<file path="src/rtl/fp_accel_pkg.sv">
// rtl/fp_accel_pkg.sv - shared types and sizing helpers for the fingerprint accelerator
package fp_accel_pkg;

    // Threshold loader sequencing states
    typedef enum logic [1:0] {
        ST_IDLE  = 2'd0,
        ST_DRAIN = 2'd1,
        ST_LOAD  = 2'd2,
        ST_RUN   = 2'd3
    } loader_state_t;

    // Width needed for counts 0..vector_width inclusive (C may equal VECTOR_WIDTH)
    function automatic int cnt_width(input int vector_width);
        return $clog2(vector_width + 1);
    endfunction

    // Largest entry value a cw-bit table word can hold
    function automatic int sat_value(input int cw);
        return (1 << cw) - 1;
    endfunction

    localparam int DEFAULT_VECTOR_WIDTH = 920;
    localparam int DEFAULT_CNT_WIDTH    = cnt_width(DEFAULT_VECTOR_WIDTH);
    localparam int ENTRY_SAT            = sat_value(DEFAULT_CNT_WIDTH);

endpackage

</file>
<file path="src/rtl/threshold_entry_gen.sv">
// rtl/threshold_entry_gen.sv - ratio accumulator with ceil and saturate to a table entry
module threshold_entry_gen
    import fp_accel_pkg::*;
#(
    parameter int CNT_WIDTH   = 10,
    parameter int FRAC_BITS   = 8,
    parameter int RATIO_WIDTH = CNT_WIDTH + FRAC_BITS
) (
    input  logic                   clk,
    input  logic                   rstn,
    input  logic                   clr,
    input  logic                   en,
    input  logic [RATIO_WIDTH-1:0] ratio,
    output logic [CNT_WIDTH-1:0]   next_entry
);

    // Wide enough that VECTOR_WIDTH * max ratio never wraps
    localparam int ACC_W   = CNT_WIDTH + RATIO_WIDTH;
    localparam int RND_W   = ACC_W + 1;
    localparam int SAT_INT = sat_value(CNT_WIDTH);

    logic [ACC_W-1:0] acc;
    logic [ACC_W-1:0] acc_next;
    logic [RND_W-1:0] rounded;
    logic [RND_W-1:0] ceil_val;

    // Next accumulator value and its entry; the caller registers next_entry,
    // so the entry lines up with the address written in the same cycle
    always_comb begin
        acc_next = acc;
        if (clr) begin
            acc_next = '0;
        end else if (en) begin
            acc_next = acc + ACC_W'(ratio);
        end
        rounded    = {1'b0, acc_next} + RND_W'((1 << FRAC_BITS) - 1);
        ceil_val   = rounded >> FRAC_BITS;
        next_entry = (ceil_val > RND_W'(SAT_INT)) ? CNT_WIDTH'(SAT_INT)
                                                  : ceil_val[CNT_WIDTH-1:0];
    end

    // Accumulator holds c * ratio for the next address to be written
    always_ff @(posedge clk) begin
        if (!rstn) begin
            acc <= '0;
        end else begin
            acc <= acc_next;
        end
    end

endmodule

</file>
<file path="src/rtl/threshold_table_loader.sv">
// rtl/threshold_table_loader.sv - sequences drain and rewrite of the comparator threshold RAM
module threshold_table_loader
    import fp_accel_pkg::*;
#(
    parameter int VECTOR_WIDTH = 920,
    parameter int CNT_WIDTH    = cnt_width(VECTOR_WIDTH),
    parameter int FRAC_BITS    = 8,
    parameter int RATIO_WIDTH  = CNT_WIDTH + FRAC_BITS,
    parameter int PIPE_DEPTH   = 2
) (
    input  logic                   clk,
    input  logic                   rstn,
    input  logic                   i_Start,
    input  logic [RATIO_WIDTH-1:0] i_Ratio,
    output logic                   o_StartAck,
    output logic                   o_Loaded,
    output logic                   o_InReady,
    output logic [CNT_WIDTH-1:0]   o_BRAM_Addr,
    output logic [CNT_WIDTH-1:0]   o_BRAM_Din,
    output logic                   o_BRAM_En,
    output logic                   o_BRAM_WrEn
);

    localparam int                   DRAIN_W   = (PIPE_DEPTH > 1) ? $clog2(PIPE_DEPTH) : 1;
    localparam logic [CNT_WIDTH-1:0] LAST_ADDR = CNT_WIDTH'(VECTOR_WIDTH);

    loader_state_t            state;
    logic [RATIO_WIDTH-1:0]   r_Ratio;
    logic [DRAIN_W-1:0]       drain_cnt;
    logic                     accept;
    logic                     gen_en;
    logic [CNT_WIDTH-1:0]     next_entry;

    // Start is honoured only when no rewrite is in progress; the accumulator
    // clears on acceptance and steps once per LOAD cycle
    always_comb begin
        accept = i_Start && ((state == ST_IDLE) || (state == ST_RUN));
        gen_en = (state == ST_LOAD);
    end

    threshold_entry_gen #(
        .CNT_WIDTH   (CNT_WIDTH),
        .FRAC_BITS   (FRAC_BITS),
        .RATIO_WIDTH (RATIO_WIDTH)
    ) u_entry_gen (
        .clk        (clk),
        .rstn       (rstn),
        .clr        (accept),
        .en         (gen_en),
        .ratio      (r_Ratio),
        .next_entry (next_entry)
    );

    // Sequencer: IDLE/RUN accept start, DRAIN waits out the compare pipe,
    // LOAD writes one entry per cycle with o_BRAM_Addr as the address counter
    always_ff @(posedge clk) begin
        if (!rstn) begin
            state       <= ST_IDLE;
            r_Ratio     <= '0;
            drain_cnt   <= '0;
            o_StartAck  <= 1'b0;
            o_Loaded    <= 1'b0;
            o_InReady   <= 1'b0;
            o_BRAM_Addr <= '0;
            o_BRAM_Din  <= '0;
            o_BRAM_En   <= 1'b0;
            o_BRAM_WrEn <= 1'b0;
        end else begin
            o_StartAck <= 1'b0;
            case (state)
                ST_IDLE: begin
                    if (accept) begin
                        o_StartAck  <= 1'b1;
                        r_Ratio     <= i_Ratio;
                        state       <= ST_LOAD;
                        o_BRAM_Addr <= '0;
                        o_BRAM_Din  <= next_entry;
                        o_BRAM_En   <= 1'b1;
                        o_BRAM_WrEn <= 1'b1;
                    end
                end
                ST_RUN: begin
                    if (accept) begin
                        o_StartAck  <= 1'b1;
                        r_Ratio     <= i_Ratio;
                        state       <= ST_DRAIN;
                        drain_cnt   <= DRAIN_W'(PIPE_DEPTH - 1);
                        o_Loaded    <= 1'b0;
                        o_InReady   <= 1'b0;
                        o_BRAM_En   <= 1'b0;
                    end
                end
                ST_DRAIN: begin
                    if (drain_cnt == '0) begin
                        state       <= ST_LOAD;
                        o_BRAM_Addr <= '0;
                        o_BRAM_Din  <= next_entry;
                        o_BRAM_En   <= 1'b1;
                        o_BRAM_WrEn <= 1'b1;
                    end else begin
                        drain_cnt <= drain_cnt - 1'b1;
                    end
                end
                ST_LOAD: begin
                    if (o_BRAM_Addr == LAST_ADDR) begin
                        state       <= ST_RUN;
                        o_BRAM_Addr <= '0;
                        o_BRAM_Din  <= '0;
                        o_BRAM_En   <= 1'b1;
                        o_BRAM_WrEn <= 1'b0;
                        o_Loaded    <= 1'b1;
                        o_InReady   <= 1'b1;
                    end else begin
                        o_BRAM_Addr <= o_BRAM_Addr + 1'b1;
                        o_BRAM_Din  <= next_entry;
                    end
                end
                default: begin
                    state <= ST_IDLE;
                end
            endcase
        end
    end

endmodule
</file>
<file path="config.mk">
export PLATFORM = sky130hd
export DESIGN_NAME = threshold_table_loader
export DESIGN_NICKNAME = d
export VERILOG_FILES = /design/src/rtl/fp_accel_pkg.sv /design/src/rtl/threshold_entry_gen.sv /design/src/rtl/threshold_table_loader.sv
export SDC_FILE = /design/constraint.sdc
export NUM_CORES = 1
export LEC_CHECK = 0
export CELL_PAD_IN_SITES_DETAIL_PLACEMENT = 1
export CELL_PAD_IN_SITES_GLOBAL_PLACEMENT = 1
export CORE_MARGIN = 10
export CORE_UTILIZATION = 43
export CTS_CLUSTER_SIZE = 28
export DETAILED_ROUTE_END_ITERATION = 6
export PLACE_DENSITY_LB_ADDON = 0.1
export SLEW_MARGIN = 20
export SYNTH_ARGS = -nofsm -noshare
export SYNTH_HDL_FRONTEND = slang
export SYNTH_HIERARCHICAL = 1
export SYNTH_SLANG_ARGS = --single-unit
</file>
<file path="constraint.sdc">
create_clock -name clk -period 4.93 [get_ports clk]
set_input_delay 0.986 -clock clk [delete_from_list [all_inputs] [get_ports clk]]
set_output_delay 0.986 -clock clk [all_outputs]
set_load 0.02 [all_outputs]
</file>
== Word level (Yosys, flattened, before mapping) ==
Index checks and enable logic that the tools add are counted.

* Add/subtract/negate cells: 4
* Order comparisons: 1
* Equal/unequal tests: 8
* Multiplexer cells: 27
* Reductions and logical operators: 14

{| class="wikitable"
|+ Operator list
! operator !! count
|-
| 2-to-1 mux 10 bit || 7
|-
| one-hot mux 10 bit (3 select lines) || 2
|-
| 2-to-1 mux 28 bit || 2
|-
| adder 28 x 8 -> 29 bit (second input constant) || 1
|-
| adder 28 x 18 -> 28 bit || 1
|-
| > comparator 21 x 10 -> 1 bit (second input constant) || 1
|-
| adder 10 x 1 -> 10 bit (second input constant) || 1
|-
| equality test 10 bit (second input constant) || 1
|-
| 2-to-1 mux 2 bit || 4
|-
| one-hot mux 2 bit (4 select lines) || 1
|-
| AND reduction 4 bit || 2
|-
| 2-to-1 mux 1 bit || 7
|-
| inequality test 2 bit (second input constant) || 3
|-
| AND reduction 2 bit || 3
|-
| AND reduction 3 bit || 2
|-
| equality test 2 bit (second input constant) || 2
|-
| one-hot mux 1 bit (2 select lines) || 2
|-
| one-hot mux 1 bit (4 select lines) || 1
|-
| nonzero test 2 bit || 2
|-
| one-hot mux 1 bit (3 select lines) || 1
|-
| nonzero test 3 bit || 1
|-
| equality test 2 x 1 -> 1 bit (second input constant) || 1
|-
| logical NOT 2 bit || 1
|-
| inequality test 2 x 1 -> 1 bit (second input constant) || 1
|-
| 4 further kinds || 4
|}

* Register bits after elaboration: 73
* Input bits: 21
* Output and inout bits: 25
* Logic and storage cells: 64

== Logic depth before layout (Yosys ltp) ==
Gate-level depths: netlist (run 1).

* Word-level depth: 9
* Depth in mapped cells: 18
* Gate-level depth less buffers: 14

== Modules after synthesis ==
The synthesis (run 1) kept the hierarchy.

{| class="wikitable"
|+ Modules (own cells, without submodules)
! module !! instances !! cells an instance !! area each (um2) !! sequential area each (um2)
|-
| threshold_entry_gen || 1 || 350 || 2646.3 || 560.5
|-
| threshold_table_loader || 1 || 221 || 1919.3 || 880.8
|}

== Worst setup path after synthesis (run 1) ==
Ideal clock, no wire load.

* Kind: input-to-reg
* Start point: in i_Start
* End point: reg o_BRAM_Din[2]
* Library setup time: 0.076 ns
* Arrival: 3.683 ns
* Required time: 4.854 ns
* Slack: 1.172 ns
* Stages on the path: 16
* Buffers on the path: 4
* Cell sequence: nand2b_1 -> buf_6 -> inv_1 -> clkbuf_1 -> clkbuf_1 -> nor2_1 -> inv_1 -> o32ai_1 -> nand4bb_1 -> nand3_1 -> nor4_2 -> or4b_1 -> buf_2 -> o211ai_1 -> nand3_1 -> a21boi_0

* Cells in the longest elaborated chain, start to end: 7
* Elaborated cells on any way between the ends: 11
* Classes of those cells: add/sub (1); order compare (1); eq/ne (1); mux (6); reduce/logical (2)

{| class="wikitable"
|+ RTL lines
! element !! RTL line !! text
|-
| from (decl) || threshold_table_loader.sv:13 || <nowiki>input logic i_Start,</nowiki>
|-
| logical AND 1 bit (*) || threshold_table_loader.sv:37 || <nowiki>accept = i_Start && ((state == ST_IDLE) || (state == ST_RUN));</nowiki>
|-
| named net accept || threshold_table_loader.sv:30 || <nowiki>logic accept;</nowiki>
|-
| 2-to-1 mux 28 bit (*) || threshold_entry_gen.sv:31 || <nowiki>if (clr) begin</nowiki>
|-
| adder 28 x 8 -> 29 bit (*) || threshold_entry_gen.sv:36 || <nowiki>rounded = {1'b0, acc_next} + RND_W'((1 << FRAC_BITS) - 1);</nowiki>
|-
| > comparator 21 x 10 -> 1 bit || threshold_entry_gen.sv:38 || <nowiki>next_entry = (ceil_val > RND_W'(SAT_INT)) ? CNT_WIDTH'(SAT_INT)</nowiki>
|-
| 2-to-1 mux 10 bit (*) || threshold_entry_gen.sv:38 ||
|-
| named net next_entry[2] || threshold_table_loader.sv:32 || <nowiki>logic [CNT_WIDTH-1:0] next_entry;</nowiki>
|-
| 2-to-1 mux 10 bit (on tied branches) || threshold_table_loader.sv:105, threshold_table_loader.sv:72, threshold_table_loader.sv:94 ||
|-
| one-hot mux 10 bit (3 select lines) (*) || threshold_table_loader.sv:70 || <nowiki>case (state)</nowiki>
|-
| to (signal assigned) || threshold_table_loader.sv:77 || <nowiki>o_BRAM_Din <= next_entry;</nowiki>
|-
| to (signal assigned) || threshold_table_loader.sv:97 || <nowiki>o_BRAM_Din <= next_entry;</nowiki>
|-
| to (signal assigned) || threshold_table_loader.sv:115 || <nowiki>o_BRAM_Din <= next_entry;</nowiki>
|-
| to (decl) || threshold_table_loader.sv:19 || <nowiki>output logic [CNT_WIDTH-1:0] o_BRAM_Din,</nowiki>
|}

Mark *: on every way through the listed nets, which the timed path passes. The rest lies on a longest branch. The select of a mux whose other input is x is not followed.
A chain may end at the register's enable or synchronous reset.

== Worst setup path in the final report (run 1) ==
* Start point: reg r_Ratio[0]
* End point: reg o_BRAM_Din[9]

* Cells in the longest elaborated chain, start to end: 8
* Elaborated cells on any way between the ends: 10
* Classes of those cells: add/sub (2); order compare (1); mux (7)

{| class="wikitable"
|+ RTL lines
! element !! RTL line !! text
|-
| from (decl) || threshold_table_loader.sv:28 || <nowiki>logic [RATIO_WIDTH-1:0] r_Ratio;</nowiki>
|-
| from (signal assigned) || threshold_table_loader.sv:74 || <nowiki>r_Ratio <= i_Ratio;</nowiki>
|-
| from (signal assigned) || threshold_table_loader.sv:85 || <nowiki>r_Ratio <= i_Ratio;</nowiki>
|-
| adder 28 x 18 -> 28 bit (*) || threshold_entry_gen.sv:34 || <nowiki>acc_next = acc + ACC_W'(ratio);</nowiki>
|-
| 2-to-1 mux 28 bit (*) || threshold_entry_gen.sv:33 || <nowiki>end else if (en) begin</nowiki>
|-
| 2-to-1 mux 28 bit (*) || threshold_entry_gen.sv:31 ||
|-
| adder 28 x 8 -> 29 bit (*) || threshold_entry_gen.sv:36 ||
|-
| > comparator 21 x 10 -> 1 bit || threshold_entry_gen.sv:38 ||
|-
| 2-to-1 mux 10 bit (*) || threshold_entry_gen.sv:38 ||
|-
| named net next_entry[9] || threshold_table_loader.sv:32 ||
|-
| 2-to-1 mux 10 bit (on tied branches) || threshold_table_loader.sv:105, threshold_table_loader.sv:72, threshold_table_loader.sv:94 ||
|-
| one-hot mux 10 bit (3 select lines) (*) || threshold_table_loader.sv:70 ||
|}

Marked as above.

==> results of run 1 <==
[worst paths after layout]
| path | slack (ns) | cells past startpoint | to | startpoint |
|---|---|---|---|---|
| setup / recovery | 0.71 | 13 | o_BRAM_Din[9]$_SDFFE_PN0P_ | r_Ratio[0]$_SDFFE_PN0P_ |
| hold / removal | 0.46 | 2 | o_BRAM_Din[7]$_SDFFE_PN0P_ | o_BRAM_Din[7]$_SDFFE_PN0P_ |
| setup reg to reg | 0.71 | 13 | o_BRAM_Din[9]$_SDFFE_PN0P_ | r_Ratio[0]$_SDFFE_PN0P_ |
| hold reg to reg | 0.46 | 2 | o_BRAM_Din[7]$_SDFFE_PN0P_ | o_BRAM_Din[7]$_SDFFE_PN0P_ |
[routing by layer]
metal	GRT usage, %	routed length [um]	vias up	share of wire, %
li1	-	-	2117	-
met1	24.2	6470	2172	46
met2	30.8	6610	100	47
met3	5.47	765	18	5.4
met4	5.68	221	0	1.6
met5	0	0	-	0
[sequential cells by signal (all words and copies together) (netlist names)]
name / count
o_InReady: 1
drain_cnt: 1
o_BRAM_WrEn: 1
o_BRAM_En: 1
o_BRAM_Din: 10
u_entry_gen/acc: 28
r_Ratio: 18
state: 1
o_BRAM_Addr: 10
o_StartAck: 1
[cells by family after synthesis]
| kind of cell | Yosys count | synth area share [%] |
|---|---|---|
| simple gates | 241 | 26.4 |
| compound gates | 149 | 22.7 |
| flops | 72 | 31.6 |
| buf+inv | 42 | 3.84 |
| xor+xnor | 30 | 5.75 |
| fa+ha+maj | 26 | 7.29 |
| mux | 11 | 2.49 |
[critical path, cell delays in order (launching register included)]
cell,delay (ns)
sky130_fd_sc_hd__dfxtp_1,0.34
sky130_fd_sc_hd__ha_1,0.23
sky130_fd_sc_hd__fa_1,0.40
sky130_fd_sc_hd__a21o_1,0.23
sky130_fd_sc_hd__a221oi_2,0.53
sky130_fd_sc_hd__o21ai_0,0.28
sky130_fd_sc_hd__a21oi_2,0.39
sky130_fd_sc_hd__o21ai_0,0.26
sky130_fd_sc_hd__nand3_1,0.16
sky130_fd_sc_hd__mux2_2,0.37
sky130_fd_sc_hd__nor4_4,0.52
sky130_fd_sc_hd__o211ai_1,0.18
sky130_fd_sc_hd__nand3_1,0.12
sky130_fd_sc_hd__a21boi_0,0.10
[stage by stage]
step	power, uW	instances
after global routing	2260	744
after detailed placement	1630	728
final	2120	744
after global placement	1610	728
after floorplan	1360	571
after CTS	2130	744
[power by group through the flow]
stage	Sequential (uW)	Clock (uW)	Combinational (uW)
final	727	486	905
after global routing	736	527	999
after CTS	725	500	901
after detailed placement	737	0	895
after global placement	736	0	871
after floorplan	737	0	622
[cell type report]
| cell class | count | area share, % |
|---|---|---|
| Sequential cell | 72 | 27.2 |
| Multi-Input combinational cell | 457 | 55.8 |
| Tap cell | 136 | 3.21 |
| Inverter | 14 | 0.993 |
| Clock buffer | 10 | 2.41 |
| Clock inverter | 6 | 1.30 |
| Timing Repair Buffer | 49 | 9.08 |
[cells in the mapped netlist, types with 12 or more instances]
cell type	count	area (sq um)
sky130_fd_sc_hd__xnor2_1	12	105
sky130_fd_sc_hd__a21oi_1	35	175
sky130_fd_sc_hd__a21o_1	14	105
sky130_fd_sc_hd__xor2_1	18	158
sky130_fd_sc_hd__o21ai_0	15	75.1
sky130_fd_sc_hd__dfxtp_1	72	1440
sky130_fd_sc_hd__nand2_1	82	308
sky130_fd_sc_hd__inv_1	14	52.6
sky130_fd_sc_hd__ha_1	25	313
sky130_fd_sc_hd__nor2_1	51	191
sky130_fd_sc_hd__clkbuf_1	21	78.8
sky130_fd_sc_hd__nand3_1	32	160
sky130_fd_sc_hd__a21boi_0	29	218
==> results list, run 1 <==
* Number of nets at the end of the flow: 650
- Leaving out fill and tap cells, the most frequent cell in the layout is sky130_fd_sc_hd__nand2_1.
* Via/cell ratio: 5.92
* Vias in the first global route: 4,440
- Counting the fill cells in the layout gives 1,276.
- Ratio of cells with drive above 1 in the final layout: 5.59%
* Measured slew at the worst slew-check pin: 0.876 ns
* Global Route Usage Sum: 19.1%
- Data on the critical path is required at its endpoint by 5.19 ns.
* Warnings from Yosys: 6
- Clk buf depth: 2
- The floorplan step defined a core boundary enclosing 10,300 sq um.
- Setup violations remaining at the end of the flow were counted as 0.
* Most used DFF post-synth: sky130_fd_sc_hd__dfxtp_1
- The die is 123 um tall.
* Count of clock tree sinks: 72
- The worst pin sits at a relative slew slack of 41.4%.
- Count of inserted antenna diode cells: 0
- Area enclosed by the die boundary: 15,100 sq um
- GRT overflow: 0
* DRC: 0
* Internal: 1210 uW
- Maximum ir drop on the vdd rail: 236 uV
- Number of buffers created by CTS: 9
- Entering global routing, the biggest net connects 39 pins.
- Timing would allow up to 237 MHz.
- Yosys mapped a number of flops with a built-in enable equal to 0.
- The clock tree synthesis step divided the H-tree into 3 levels.
- Crit share post-route: 85.7%
- Multi-input gate area in the final layout: 2950 sq um
- Net Switching: 906 uW
- Register area share after synthesis: 31.6%
* Residual antenna-violating net count after detailed routing: 0
- Starting density of the core: 44.2%
- Root buffer cell: sky130_fd_sc_hd__clkbuf_8
- Across all layers, the routed design uses 4,407 vias.
* Total wirelength of the detailed-routed design: 14.1 mm
- Before antenna repair, the detailed router went through 4 iterations.
- The worst setup path is launched from a flop.
- Timing analysis after detailed placement gives a worst setup slack of 0.638 ns.
- TritonCTS built the clock tree.
- In this run, post-CTS repair resized a total of 0 instances.
- Detailed placement HPWL: 10.4 mm
- Fraction of power consumed by the clock network: 22.9%
* Wire length of the first global-routing pass: 23.0 mm
- The mapped netlist covers 4570 sq um.
- The tool flagged a number of max-cap violations equal to 0.
- Ys async rst share: 0%
- Compared with the post-synthesis result, the final layout area differs by 15.9%.
- Per report_power, the combinational group accounts for 42.7% of the total.
- Final worst setup slack: 0.707 ns
- The final max-slew violation count is 0.
* Setup_tns: 0 ns
* Setup Buffers After CTS: 0
- Type of the worst setup path: flop to flop
- Synthesis inferred 72 register bits.
- Final Hold Slack: 0.460 ns
- Maximum fanout along the worst path: 10
* Crit path DAT: 4.48 ns
- Min Clock Period, post-route: 4.22 ns
- After technology mapping, the gate count stands at 571.
- In this run the core area contains 37 standard-cell rows.
- RSZ-0062 raised after global routing: false
- The worst setup path is captured at a flop.
- The count of endpoints failing hold in the final timing report is 0.
- Fraction of power spent switching nets: 42.8%
- Clock-pin slew was measured on the worst setup and hold paths at 0.08 ns.
* Run status: completed
- Weighted congestion reported at the end of routability-driven placement: 0.910
* Netlist cell types: 68
* Core Util, Final: 51.3%
- Total leakage power: 0.00204 uW
* Number of hold buffers added after CTS: 0
* Synth Area per Inst: 8.00 sq um
- The clock reaches the later pin of the worst-skew pair after 0.38 ns.
- Seq. cell area: 1440 sq um
- Final cell area excluding filler cells: 5290 sq um
- Across the routed clock network, the largest skew measured is 0.00980 ns.
- I/O pin total: 46
- Dividing total power by cell area gives a power density of 400 nW/um^2.
* Violation count after the first detailed-route iteration: 239
- Sequential Power Share: 34.3%
- Cell Area, Placed: 5090 sq um
- Routed length per instance: 18.9 um
- Die Width: 123 um
* Commonest cells after routing, fill and taps aside: 82 x sky130_fd_sc_hd__nand2_1, 72 x sky130_fd_sc_hd__dfxtp_1, 51 x sky130_fd_sc_hd__nor2_1
- The initial antenna violation count is 0.
* Post-Synthesis Net Count: 618
- Port Buf Inserts: 45
* Worst hold path class: flop to flop
No activity file was read; power rests on OpenSTA's default activity.
==> run 2: changes to the inputs <==
--- a/config.mk
+++ b/config.mk
@@ -11,7 +11,9 @@
 export CORE_UTILIZATION = 43
 export CTS_CLUSTER_SIZE = 28
 export DETAILED_ROUTE_END_ITERATION = 6
-export PLACE_DENSITY_LB_ADDON = 0.1
+export MAX_ROUTING_LAYER = met4
+export PLACE_DENSITY_LB_ADDON = 0.05
+export SKIP_LAST_GASP = 1
 export SLEW_MARGIN = 20
 export SYNTH_ARGS = -nofsm -noshare
 export SYNTH_HDL_FRONTEND = slang
==> results list, run 2 (synthesis gave the netlist of run 1 again) <==
- Residual antenna-violating net count after detailed routing: 0 (unchanged)
- Clock tree from TritonCTS: done
* Root buffer cell: sky130_fd_sc_hd__clkbuf_8
- Final cell area excluding filler cells: 5300 sq um (about the same)
- Global Route Usage Sum: 19.9% (+0.84 points)
* Final Max Tran Viols: 0 (unchanged)
- The critical path is of the flop to flop type.
- Sequential Power Share: 34.5% (+0.2 points)
* Deepest level of the CTS H-tree: 3 (unchanged)
- Commonest cells after routing, fill and taps aside: 82 x sky130_fd_sc_hd__nand2_1, 72 x sky130_fd_sc_hd__dfxtp_1, 51 x sky130_fd_sc_hd__nor2_1
- Measured slew at the worst slew-check pin: 1.09 ns (+0.215 ns)
- The worst setup path is launched from a flop.
- Most common cell after layout, fill and taps aside: sky130_fd_sc_hd__nand2_1
- Reg clk slew, reported paths: 0.08 ns (about the same)
* Area Overhead vs Synth: 16.0% (about the same)
* Number of hold buffers added after CTS: 0 (unchanged)
* Logic pwr share: 42.7% (about the same)
- Setup_tns: 0 ns (unchanged)
- Run status: completed
* Vias in the first global route: 4,557 (+2.6%)
- The total placed instance area is 5100 sq um (+0.15%).
- Clock latency on the worst-skew pair: 0.36 ns (-0.02 ns)
* Worst hold path class: flop to flop
- DR vias: 4,337 (-1.6%)
* Ratio of cells with drive above 1 in the final layout: 5.75% (+0.16 points)
- Weighted congestion reported at the end of routability-driven placement: 0.889 (-2.3%)
- Normalized max-slew margin: 27.3% (-14 points)
- Setup repair after global routing left no endpoint under its margin.
- The vertical die dimension is 123 um (unchanged).
- Leading registers by flop count: u_entry_gen/acc x28, r_Ratio x18
- The final critical-path required period is 4.13 ns (-0.0936 ns).
* Final setup vio count: 0 (unchanged)
- The slowest stage of the critical path is the sky130_fd_sc_hd__a221oi_2 cell.
* Type of element capturing the critical path: flop
* First drt pass iteration count: 4 (unchanged)
- Area of the core: 10,300 sq um (unchanged)
- The remaining global-route overflow is 0 (unchanged).
* I/O pin total: 46 (unchanged)
- Die Width: 123 um (unchanged)
- Starting density of the core: 44.2% (unchanged)
- Count of inserted antenna diode cells: 0 (unchanged)
- Antenna violations before repair: 0 (unchanged)
- Maximum ir drop on the vdd rail: 299 uV (+26%)
- Internal: 1210 uW (about the same)
- Number of buffers created by CTS: 9 (unchanged)
- Register ranked first by flip-flop count: u_entry_gen/acc
- The number of core rows is 37 (unchanged).
- The highest cell delay on the worst timing path is 0.54 ns (about the same).
* Resized Gates After CTS: 0 (unchanged)
* Port Buf Inserts: 45 (unchanged)
* Count of clock tree sinks: 72 (unchanged)
- Fraction of power spent switching nets: 42.6% (-0.20 points)
- Worst EP required: 5.17 ns (-0.02 ns)
- Total leakage power: 0.00204 uW (about the same)
* Total wirelength of the detailed-routed design: 14.2 mm (+0.60%)
* Number of nets at the end of the flow: 651 (+0.15%)
* Ordered cell list for the critical path: ha_1, fa_1, a21o_1, a221oi_2, o21ai_0, a21oi_2, o21ai_0, nand3_1, mux2_2, nor4_4, o211ai_1, nand3_1, a21boi_0
- Top Family by Delay on Critical Path: compound AO/OA/AOI/OAI gates
- Fraction of power consumed by the clock network: 22.8% (about the same)
- The maximum number of buffers from clock root to sink came to 2 (unchanged).
* Maximum fanout along the worst path: 10 (unchanged)
- The number of remaining DRC errors is 0 (unchanged).
- Crit share post-route: 83.8% (-1.9 points)
- Max FFs per register: 28 (unchanged)
- Net Switching: 898 uW (-0.84%)
* Crit path DAT: 4.37 ns (-0.11 ns)
- The largest net degree at the start of global routing is 39 (unchanged).
- Max Freq: 242 MHz (+2.3%)
- The number of DRC markers in iteration 0 is 177 (-26%).
* Final Skew: 0.00780 ns (-0.00200 ns)
- The wire length of the first global-routing pass came to 23.5 mm (+2.0%).
* Buffering stage count on the worst path with inverters included: 0 (unchanged)
* Number of max-cap violations: 0 (unchanged)
- Setup Buffers After CTS: 0 (unchanged)
- Detailed placement HPWL: 10.7 mm (+3.3%)
* Via/cell ratio: 5.82 (-1.7%)
- Pwr per Cell Area: 398 nW/um^2 (-0.42%)
* Final Hold Vio Count: 0 (unchanged)
- Area enclosed by the die boundary: 15,100 sq um (unchanged)
- Routed length per instance: 19.0 um (+0.46%)
run 2: layer usage:
metal | wire [um] | GRT usage (%) | up-vias
li1 | - | - | 2129
met1 | 6530 | 25.2 | 2112
met2 | 6680 | 30.7 | 79
met3 | 697 | 4.24 | 17
met4 | 249 | 7.21 | 0
met5 | 0 | - | -
run 2: metrics by stage:
step	hold WS [ns]	util (%)	cells	setup slack, ns	power, uW
global route	0.494	51.3	745	0.490	2260
floorplan	0.448	-	571	1.17	1360
CTS	0.474	51.3	745	0.816	2120
global placement	0.452	49.4	729	0.874	1610
detailed placement	0.464	49.4	729	0.678	1640
finish	0.469	51.3	745	0.800	2110
run 2: layout make-up:
type,count,area [sq um]
clock buffer,9,124
clock inverter,7,71.3
fill,1287,5030
inverter,14,52.6
multi-input combinational,457,2950
sequential,72,1440
tap,136,170
timing repair buffer,50,488
run 2: path summary, 6_finish.rpt:
check             slack [ns]  depth (start not counted)                          to                          start
setup / recovery        0.80                         13  o_BRAM_Din[9]$_SDFFE_PN0P_  u_entry_gen/acc[0]$_SDFF_PN0_
hold / removal          0.47                          2  o_BRAM_Din[8]$_SDFFE_PN0P_     o_BRAM_Din[8]$_SDFFE_PN0P_
setup reg to reg        0.80                         13  o_BRAM_Din[9]$_SDFFE_PN0P_  u_entry_gen/acc[0]$_SDFF_PN0_
hold reg to reg         0.47                          2  o_BRAM_Din[8]$_SDFFE_PN0P_     o_BRAM_Din[8]$_SDFFE_PN0P_
run 2: power groups by stage:
stage	clock network, uW	registers (uW)	logic (uW)
floorplan	0	737	622
global placement	0	736	876
detailed placement	0	739	897
CTS	494	727	903
global route	521	738	1000
finish	481	728	901
run 2: worst min-delay path, stage by stage (launching register included):
cell and delay, ns:
sky130_fd_sc_hd__dfxtp_1 0.32, sky130_fd_sc_hd__nand2_1 0.05, sky130_fd_sc_hd__a21oi_1 0.05
